**src/rtl/reg_writeback.sv**
```systemverilog
// reg_writeback: merges the single-cycle ALU results and the queued LSU results
// onto the register file's single write port. It also keeps a per-register
// busy scoreboard for the decode-stage hazard logic.
module reg_writeback #(
  parameter int XLEN   = 32,
  parameter int NREG   = 32,
  parameter int QDEPTH = 2,
  localparam int RW    = $clog2(NREG)
) (
  input  logic            clk,
  input  logic            rst,
  input  logic            alu_valid,
  input  logic [RW-1:0]   alu_rd,
  input  logic [XLEN-1:0] alu_wd,
  input  logic            lsu_valid,
  output logic            lsu_ready,
  input  logic [RW-1:0]   lsu_rd,
  input  logic [XLEN-1:0] lsu_wd,
  input  logic            iss_valid,
  input  logic [RW-1:0]   iss_rd,
  output logic [NREG-1:0] busy,
  output logic            wb_stall,
  output logic            we,
  output logic [RW-1:0]   rd,
  output logic [XLEN-1:0] wd
);

  localparam int QW = $clog2(QDEPTH);
  localparam logic [QW:0] QFULL = (QW+1)'(QDEPTH);

  logic [RW-1:0]   q_rd [QDEPTH];
  logic [XLEN-1:0] q_wd [QDEPTH];
  logic [QW-1:0]   wr_ptr;
  logic [QW-1:0]   rd_ptr;
  logic [QW:0]     count;

  logic            push;
  logic            pop;
  logic            sel_valid;
  logic [RW-1:0]   sel_rd;
  logic [XLEN-1:0] sel_wd;
  logic [NREG-1:0] busy_next;

  // Ready/stall come only from the registered count, so a same-cycle pop
  // never opens a slot for the producer.
  assign lsu_ready = !rst && (count != QFULL);
  assign wb_stall  = (count == QFULL);
  assign push      = lsu_valid && lsu_ready;
  // The ALU always wins; the queue drains only in ALU-idle cycles.
  assign pop       = !alu_valid && (count != '0);

  // Pick the write candidate for this cycle: the ALU first, then the queue head.
  always_comb begin
    sel_valid = 1'b0;
    sel_rd    = '0;
    sel_wd    = '0;
    if (alu_valid) begin
      sel_valid = 1'b1;
      sel_rd    = alu_rd;
      sel_wd    = alu_wd;
    end else if (pop) begin
      sel_valid = 1'b1;
      sel_rd    = q_rd[rd_ptr];
      sel_wd    = q_wd[rd_ptr];
    end
  end

  // Queue pointers and occupancy. Reset discards whatever was queued.
  always_ff @(posedge clk) begin
    if (rst) begin
      wr_ptr <= '0;
      rd_ptr <= '0;
      count  <= '0;
    end else begin
      if (push) wr_ptr <= wr_ptr + 1'b1;
      if (pop)  rd_ptr <= rd_ptr + 1'b1;
      case ({push, pop})
        2'b10:   count <= count + 1'b1;
        2'b01:   count <= count - 1'b1;
        default: count <= count;
      endcase
    end
  end

  // Queue storage. It needs no reset because the pointers alone say which
  // entries are valid.
  always_ff @(posedge clk) begin
    if (push) begin
      q_rd[wr_ptr] <= lsu_rd;
      q_wd[wr_ptr] <= lsu_wd;
    end
  end

  // Registered write port. An x0 destination is consumed without a write.
  always_ff @(posedge clk) begin
    if (rst) begin
      we <= 1'b0;
      rd <= '0;
      wd <= '0;
    end else begin
      we <= sel_valid && (sel_rd != '0);
      if (sel_valid && (sel_rd != '0)) begin
        rd <= sel_rd;
        wd <= sel_wd;
      end
    end
  end

  // Scoreboard next state. The clear comes from the write being captured now.
  // A new issue to the same register overrides that clear. x0 is never busy.
  always_comb begin
    busy_next = busy;
    if (we) busy_next[rd] = 1'b0;
    if (iss_valid && (iss_rd != '0)) busy_next[iss_rd] = 1'b1;
    busy_next[0] = 1'b0;
  end

  // Scoreboard register.
  always_ff @(posedge clk) begin
    if (rst) busy <= '0;
    else     busy <= busy_next;
  end

endmodule

```
**config.mk**
```make
export PLATFORM = sky130hd
export DESIGN_NAME = reg_writeback
export DESIGN_NICKNAME = d
export VERILOG_FILES = /design/src/rtl/reg_writeback.sv
export SDC_FILE = /design/constraint.sdc
export NUM_CORES = 1
export LEC_CHECK = 0
export ABC_AREA = 1
export ABC_CLOCK_PERIOD_IN_PS = 4900
export CAP_MARGIN = 20
export CORE_MARGIN = 2
export CORE_UTILIZATION = 30
export CTS_BUF_LIST = sky130_fd_sc_hd__clkbuf_2
export CTS_CLUSTER_DIAMETER = 40
export DETAILED_ROUTE_END_ITERATION = 10
export PLACE_DENSITY_LB_ADDON = 0.2
export SETUP_SLACK_MARGIN = 0.05
export SYNTH_ARGS = -nofsm -noshare
export SYNTH_HDL_FRONTEND = slang
export SYNTH_SLANG_ARGS = --single-unit
```
**constraint.sdc**
```tcl
create_clock -name clk -period 4.9 [get_ports clk]
set_input_delay 0.49 -clock clk [delete_from_list [all_inputs] [get_ports clk]]
set_output_delay 0.49 -clock clk [all_outputs]
set_load 0.02 [all_outputs]
```
Yosys cells after proc, flatten, opt, wreduce, memory -nomap -nowiden
Memories as Yosys holds them, arrays and structs flattened. A register that Yosys moved wholly into a read port is not among the register bits.
Index checks and enable logic that the tools add are counted.
{"block": "op_classes", "n_addsub": 4, "n_lt_le_gt_ge": 4, "eq_ne": 4, "muxes": 19, "n_bitwise": 3, "reduce_logical": 13}
{"op": "32-bit 2-to-1 mux", "count": 4}
{"op": "32-bit bitwise AND", "count": 1}
{"op": "32-bit inverter", "count": 1}
{"op": "32-bit bitwise OR", "count": 1}
{"op": "5-bit by 6-bit less-than comparator with 1-bit output (second input constant)", "count": 2}
{"op": "1-bit demux with 5-bit select", "count": 2}
{"op": "5-bit by 1-bit >= comparator with 1-bit output (second input constant)", "count": 2}
{"op": "1-bit 2-to-1 mux", "count": 10}
{"op": "5-bit 2-to-1 mux", "count": 2}
{"op": "5-bit nonzero test", "count": 2}
{"op": "1-bit logical AND", "count": 7}
{"op": "2-bit == test (second input constant)", "count": 2}
{"op": "2-bit case mux with 2 select lines", "count": 1}
{"op": "2-bit nonzero test", "count": 2}
{"op": "1-bit adder (second input constant)", "count": 2}
{"op": "2-bit by 1-bit adder with 2-bit output (second input constant)", "count": 1}
{"op": "2-bit by 1-bit == test with 1-bit output (second input constant)", "count": 1}
{"op": "1-bit zero test", "count": 2}
{"op": "2-bit != test (second input constant)", "count": 1}
{"op": "2-bit by 1-bit subtractor with 2-bit output (second input constant)", "count": 1}
{"block": "word_totals", "ff_bits": 74, "ramBits": 74, "inputBits": 84, "out_inout_bits": 72, "wordCells": 57, "memories": 2}
{"memory": "q_wd", "depth": 2, "word_bits": 32, "read_ports": 1, "rd_ports_with_merged_regs": 1, "wr": 1, "line_no": "32", "source": "logic [XLEN-1:0] q_wd [QDEPTH];"}
{"memory": "q_rd", "depth": 2, "word_bits": 5, "read_ports": 1, "rd_ports_with_merged_regs": 1, "wr": 1, "line_no": "31", "source": "logic [RW-1:0] q_rd [QDEPTH];"}

Logic depth before layout (Yosys ltp)
Gate-level depths: netlist of run 1.
{"block": "logic_depth", "depth_word": 9, "depth_mapped": 11, "mapped_depth_nobuf": 10}

Worst setup path after synthesis of run 1
No wires, ideal clock.
{"block": "synth_timing", "kind": "input -> register", "startpoint": "input rst", "endpoint": "memory q_rd[0][0] (netlist bit), enable pin", "setup_ns": 0.431, "arrival_ns": 2.762, "t_required_ns": 4.469, "path_slack_ns": 1.707, "path_stages": 4, "path_buffers": 1, "cell_sequence": "clkbuf_1 > nor2_1 > nand2_1 > nor2_1"}
{"block": "synth_via", "elab_chain_len": 5}
{"item": "start, declared", "line_no": "11", "source": "input logic rst,"}
{"item": "1-bit zero test", "line_no": "46", "source": "assign lsu_ready = !rst && (count != QFULL);"}
{"item": "1-bit logical AND", "line_no": "46"}
{"item": "via lsu_ready", "line_no": "16", "source": "output logic lsu_ready,"}
{"item": "1-bit logical AND", "line_no": "48", "source": "assign push = lsu_valid && lsu_ready;"}
{"item": "1-bit 2-to-1 mux", "line_no": "88", "source": "if (push) begin"}
{"item": "1-bit 2-to-1 mux (not written as such)", "line_no": "89", "source": "q_rd[wr_ptr] <= lsu_rd;"}
{"item": "end, declared", "line_no": "31"}
The timed path passes the listed nets, and every way through them passes these cells.

==> results of run 1 <==
-- how the worst max path moves through the flow --
stage	from	endpoint	slack, ns	cells after the start
finish	flop	wd[16]$_SDFFE_PP0P_	1.74	11
global route	flop	wd[16]$_SDFFE_PP0P_	1.34	11
CTS	flop	wd[21]$_SDFFE_PP0P_	1.68	11
detailed placement	flop	wd[16]$_SDFFE_PP0P_	1.72	11
global placement	flop	wd[23]$_SDFFE_PP0P_	1.78	11
floorplan	rst	q_rd[0][0]$_DFFE_PP_	1.71	4
-- metal layers --
metal  GRT usage, %  up-vias
met4           6.19        0
met3           3.46       27
met1           20.2     2405
met5              0        -
li1               -     2666
met2           26.8      156
-- registers in the layout (all words and copies together) (netlist names), named ones only --
register / count
we: 1
busy: 31
rd: 5
q_rd: 10
wd: 32
count: 2
wr_ptr: 1
rd_ptr: 1
q_wd: 64
-- report_power, final --
group	total (mW)	switching, mW	internal [mW]
clock	0.727	0.442	0.285
sequential	1.54	0.112	1.43
combinational	1.02	0.625	0.393
total	3.29	1.18	2.11
-- through the flow --
stage,setup WS (ns),total power [mW]
floorplan,1.71,2.20
global placement,1.78,2.57
detailed placement,1.72,2.60
CTS,1.68,3.32
global route,1.34,3.51
finish,1.74,3.29
-- critical path: stages (launching register included) --
cell and delay (ns):
dfxtp_2 0.89, inv_2 0.51, nand2_1 0.17, nand2_1 0.07, nand2_1 0.06, nand2_1 0.10
nor2_4 0.11, buf_4 0.36, nand3_4 0.45, nand2_1 0.19, inv_1 0.07, nor2_1 0.10
-- layout by cell type, fill, tap and decap left out, drive strengths merged, types with 12 or more instances in the layout --
master	netlist	final
o21ai	36	36
clkdlybuf4s50	0	153
edfxtp	74	74
clkbuf	14	20
nor2	46	46
nor3	12	12
dfxtp	74	74
nand4	35	35
nand2	198	198
inv	87	88
a21oi	100	100
nand3	14	14
-- cell type report --
type,instances,area (sq um)
repair buffers,164,1630
multi-input cells,446,2050
clock buffers,19,95.1
flip-flops and latches,148,3700
well taps,275,344
fillers,2138,12500
inverters,87,327
diodes,1,2.50
clock inverters,13,159
-- cells by family after synthesis --
| logic type | count (synthesis) |
|---|---|
| buffers and inverters | 125 |
| AND/OR/NAND/NOR | 305 |
| XOR/XNOR | 1 |
| other | 1 |
| AO/OA/AOI/OAI | 138 |
| flip-flops | 148 |
| adder cells (fa/ha/maj) | 1 |
==> impl_metrics.env, run 1 <==
export IMPL_outcome="completed"
export IMPL_hold_viol=0
export IMPL_grt_pass1_vias=5056
export IMPL_startpoint_type="flop"
export IMPL_ff2ff_path_depth=11
export IMPL_synth_commonest_cells="nand2_1 (198), a21oi_1 (100), inv_1 (86)"
export IMPL_timing_slew_headroom_pct=29.1
export IMPL_setup_viol=0
export IMPL_highest_layer="met4"
export IMPL_fin_area_sq_mm=0.00831
export IMPL_p_leak_nw=3.21
export IMPL_clk_pin_slew_worst_paths_ns=0.22
export IMPL_cp_arrival_ns=3.83
export IMPL_drt_iter0_drc=328
export IMPL_finClkSkew_ns=0.0306
export IMPL_grt_pass1_wl_um=27200
export IMPL_dp_cells=1118
export IMPL_maxCapViolations=0
export IMPL_synth_most_common_cell="nand2_1"
export IMPL_avgSynthCellArea_sq_um=8.76
export IMPL_cts_tree="built"
export IMPL_clk_latency_ns=0.71
export IMPL_fmax_ghz=0.317
export IMPL_num_rows=53
export IMPL_cts_resized=0
export IMPL_grt_overflow_total=0
export IMPL_ys_types=23
export IMPL_synth_edff_count=74
export IMPL_yosysWarnings=0
export IMPL_synth_largest_area_cell="edfxtp_1"
export IMPL_hold_ws_ns=0.344
export IMPL_final_util_pct=39.9
export IMPL_layout_nets=949
export IMPL_antenna_found_initial=1
export IMPL_postCtsSetupRepairBufs=0
export IMPL_synthXorXnorAreaFrac_pct=0.139
export IMPL_r2r_end="wd[16]$_SDFFE_PP0P_"
export IMPL_postCtsHoldBufs=0
export IMPL_drc=0
export IMPL_dr_pass1_iters=5
export IMPL_tns_ns=0
export IMPL_synth_fp_nets=804
export IMPL_r2r_slack_ns=1.74
export IMPL_initial_utilization_pct=30.2
export IMPL_wl_met2_um=8660
export IMPL_min_period_over_period_pct=64.4
export IMPL_wl_met3_um=787
export IMPL_drive_above_1_share_pct=5.93
export IMPL_synth_seq_area_share_pct=58.8
export IMPL_hp_class="input pin to flop"
export IMPL_dpl_hpwl_um=12200
export IMPL_core_sq_mm=0.0208
export IMPL_cp_required_ns=5.58
export IMPL_whs_path_depth=1
export IMPL_synth_top_family_by_area="simple AND/OR/NAND/NOR gates"
export IMPL_wire_per_inst_um=15.2
export IMPL_async_reset_ff_share_pct=0
export IMPL_cts_buffer_depth=2
export IMPL_wl_um=17500
export IMPL_power_density_mw_per_mm2=396
export IMPL_synth_fa_ha_area_share_pct=0.199
export IMPL_synth_top_cell_area_share_pct=35.3
export IMPL_synthCells=719
export IMPL_ios=156
export IMPL_synth_simple_area_share_pct=20.5
export IMPL_drv_slew=0
export IMPL_min_to="q_wd[0][14]$_DFFE_PP_"
export IMPL_die_h_um=149
export IMPL_port_buffer_count=154
export IMPL_wl_met1_um=7600
export IMPL_fin_cells=1153
export IMPL_ys_seq_elements=148
export IMPL_final_antenna_net_count=0
export IMPL_irDropWorstVdd_mv=0.168
export IMPL_hold_start="lsu_wd[14]"
export IMPL_rsz0062_at_grt="no"
export IMPL_dieWidth_um=149
export IMPL_synthToLayoutAreaGrowth_pct=31.9
export IMPL_synthTopCellsByArea="edfxtp_1 (35%), dfxtp_1 (24%), nand2_1 (12%)"
export IMPL_placed_area_sq_mm=0.00804
export IMPL_worst_setup_path_end_kind="flop"
export IMPL_grt_total_usage_pct=16.0
export IMPL_tightest_slew_ns=1.06
export IMPL_ys_flop_type="edfxtp_1"
export IMPL_h_tree_depth=4
export IMPL_cts_root_buf="clkbuf_2"
export IMPL_via_per_inst=4.56
export IMPL_gp_congestion=0.813
export IMPL_muxShareOfSynthArea_pct=0
export IMPL_grt_start_max_net_pins=42
export IMPL_cts_buffers=17
export IMPL_syn_area_sq_mm=0.00630
export IMPL_cts_num_sinks=148
export IMPL_synth_compound_area_share_pct=11.1
export IMPL_worstPathMaxFanout=38
export IMPL_dieArea_sq_mm=0.0222
export IMPL_critical_path_class="flop to flop"
export IMPL_vias=5254
export IMPL_layout_min_cycle_time_ns=3.16
Power figures use the tool's default switching activity.
==> inputs of run 2 (changes only) <==
--- a/config.mk
+++ b/config.mk
@@ -6,7 +6,7 @@
 export NUM_CORES = 1
 export LEC_CHECK = 0
 export ABC_AREA = 1
-export ABC_CLOCK_PERIOD_IN_PS = 4900
+export ABC_CLOCK_PERIOD_IN_PS = 3300
 export CAP_MARGIN = 20
 export CORE_MARGIN = 2
 export CORE_UTILIZATION = 30
==> constraint.sdc (replaced) <==
create_clock -name clk -period 3.3 [get_ports clk]
set_input_delay 0.33 -clock clk [delete_from_list [all_inputs] [get_ports clk]]
set_output_delay 0.33 -clock clk [all_outputs]
set_load 0.02 [all_outputs]
==> run 2 against run 1 <==
  * Fmax rose by 31%
  * Count of clock-buffer cells in the layout is 1 higher
  * Sequential power is 45% higher
  * Cell count grew 0.52%
  * Core utilization increased by 0.37 points
  * Combinational power rose by 51%
  * Sequential cell count stayed put
  * Total power grew 51%
  * Die area stayed put
  * Critical path type unchanged
  * Largest cell class unchanged
  * Global-route usage down 0.19 points
==> impl_metrics.env, run 2 (synthesis gave the netlist of run 1 again) <==
export IMPL_dpl_hpwl_um=12300
export IMPL_finalPower_mw=4.97
export IMPL_min_period_over_period_pct=73.1
export IMPL_wire_per_inst_um=15.0
export IMPL_cp_required_ns=3.95
export IMPL_worstPathMaxFanout=36
export IMPL_vias=5195
export IMPL_maxCapViolations=0
export IMPL_tightest_slew_ns=0.871
export IMPL_preCtsSetupSlack_ns=0.814
export IMPL_setup_ws_ns=0.886
export IMPL_final_cell_mix="nand2_1 (198), clkdlybuf4s50_1 (153), a21oi_1 (100)"
export IMPL_grt_pass1_vias=4886
export IMPL_cts_root_buf="clkbuf_2"
export IMPL_fin_area_sq_mm=0.00838
export IMPL_drive_above_1_share_pct=6.58
export IMPL_dr_pass1_iters=6
export IMPL_top_regs="q_wd (64), wd (32), busy (31)"
export IMPL_grt_start_max_net_pins=37
export IMPL_hold_start="lsu_wd[22]"
export IMPL_wl_met3_um=1010
export IMPL_power_density_mw_per_mm2=593
export IMPL_core_sq_mm=0.0208
export IMPL_grt_pass1_wl_um=26900
export IMPL_top_register="q_wd"
export IMPL_cts_buffer_depth=2
export IMPL_dieWidth_um=149
export IMPL_clk_pin_slew_worst_paths_ns=0.23
export IMPL_ios=156
export IMPL_wl_met1_um=7930
export IMPL_layout_nets=954
export IMPL_grt_overflow_total=0
export IMPL_critical_path_class="flop to flop"
export IMPL_num_rows=53
export IMPL_hold_viol=0
export IMPL_ff2ff_path_depth=9
export IMPL_cts_resized=0
export IMPL_timing_slew_headroom_pct=41.5
export IMPL_drc=0
export IMPL_gp_congestion=0.811
export IMPL_outcome="completed"
export IMPL_placed_area_sq_mm=0.00810
export IMPL_irDropWorstVdd_mv=0.210
export IMPL_synthToLayoutAreaGrowth_pct=33.1
export IMPL_initial_utilization_pct=30.2
export IMPL_startpoint_type="flop"
export IMPL_h_tree_depth=4
export IMPL_highest_layer="met4"
export IMPL_wl_met2_um=8120
export IMPL_postCtsSetupRepairBufs=0
export IMPL_dieArea_sq_mm=0.0222
export IMPL_hp_class="input pin to flop"
export IMPL_die_h_um=149
export IMPL_r2r_end="wd[21]$_SDFFE_PP0P_"
export IMPL_r2r_slack_ns=0.89
export IMPL_layout_min_cycle_time_ns=2.41
export IMPL_whs_path_depth=1
export IMPL_finClkSkew_ns=0.0424
export IMPL_drv_slew=0
export IMPL_cts_buffers=17
export IMPL_via_per_inst=4.48
export IMPL_clk_latency_ns=0.73
export IMPL_cts_tree="built"
export IMPL_nFillCells=2145
export IMPL_cts_num_sinks=148
export IMPL_worst_setup_path_end_kind="flop"
export IMPL_p_leak_nw=3.28
export IMPL_drt_iter0_drc=300
export IMPL_tns_ns=0
export IMPL_cp_arrival_ns=3.07
export IMPL_fmax_ghz=0.414
export IMPL_antenna_found_initial=1
export IMPL_port_buffer_count=154
export IMPL_postCtsHoldBufs=0
export IMPL_min_to="q_wd[0][22]$_DFFE_PP_"
export IMPL_rsz0062_at_grt="no"
export IMPL_final_antenna_net_count=0
export IMPL_grt_total_usage_pct=15.8
export IMPL_wl_um=17400
export IMPL_final_common_cell="nand2_1"
export IMPL_largest_register_ffs=64
export IMPL_setup_viol=0
[run 2: layout make-up]
type	instances	area (sq um)	area share (%)
Antenna cell	2	5.00	0.0597
Clock buffer	20	100	1.19
Clock inverter	12	180	2.15
Inverter	87	327	3.90
Multi-Input combinational cell	446	2050	24.4
Sequential cell	148	3700	44.2
Tap cell	275	344	4.10
Timing Repair Buffer	169	1670	20.0
[run 2: per-stage QoR]
stage / util [%] / hold WS, ns / instances
floorplan: - / 0.426 / 719
global placement: 38.9 / 0.437 / 1125
global route: 40.3 / 0.0485 / 1159
finish: 40.3 / 0.156 / 1159
CTS: 40.2 / 0.0693 / 1157
detailed placement: 38.9 / 0.438 / 1125
[run 2: how the worst max path moves through the flow]
stage / cells after the start / end / slack, ns
after floorplan: 4 / q_rd[0][0]$_DFFE_PP_ / 0.21
after global placement: 5 / q_wd[1][8]$_DFFE_PP_ / 0.82
after detailed placement: 5 / q_wd[1][8]$_DFFE_PP_ / 0.81
after CTS: 9 / wd[21]$_SDFFE_PP0P_ / 0.79
after global routing: 9 / wd[29]$_SDFFE_PP0P_ / 0.59
final: 9 / wd[21]$_SDFFE_PP0P_ / 0.89
[run 2: where the power goes]
| group | total [mW] | switching, mW | internal (mW) |
|---|---|---|---|
| registers | 2.24 | 0.120 | 2.12 |
| logic | 1.54 | 0.963 | 0.579 |
| clock network | 1.19 | 0.673 | 0.513 |
| total | 4.97 | 1.76 | 3.21 |
[run 2: worst max-delay path: stages (launching register included)]
cell and delay, ns:
dfxtp_2 0.52, inv_2 0.18, buf_4 0.26, nand2_1 0.09, nand2_1 0.08, a21boi_4 0.43, nand3_4 0.45, nand2_1 0.18
inv_1 0.05, nor2_1 0.11
[run 2: layer usage]
layer,up-vias,GRT usage (%)
met1,2355,20.8
met3,21,3.85
li1,2674,-
met5,-,0
met2,145,25.7
met4,0,5.00
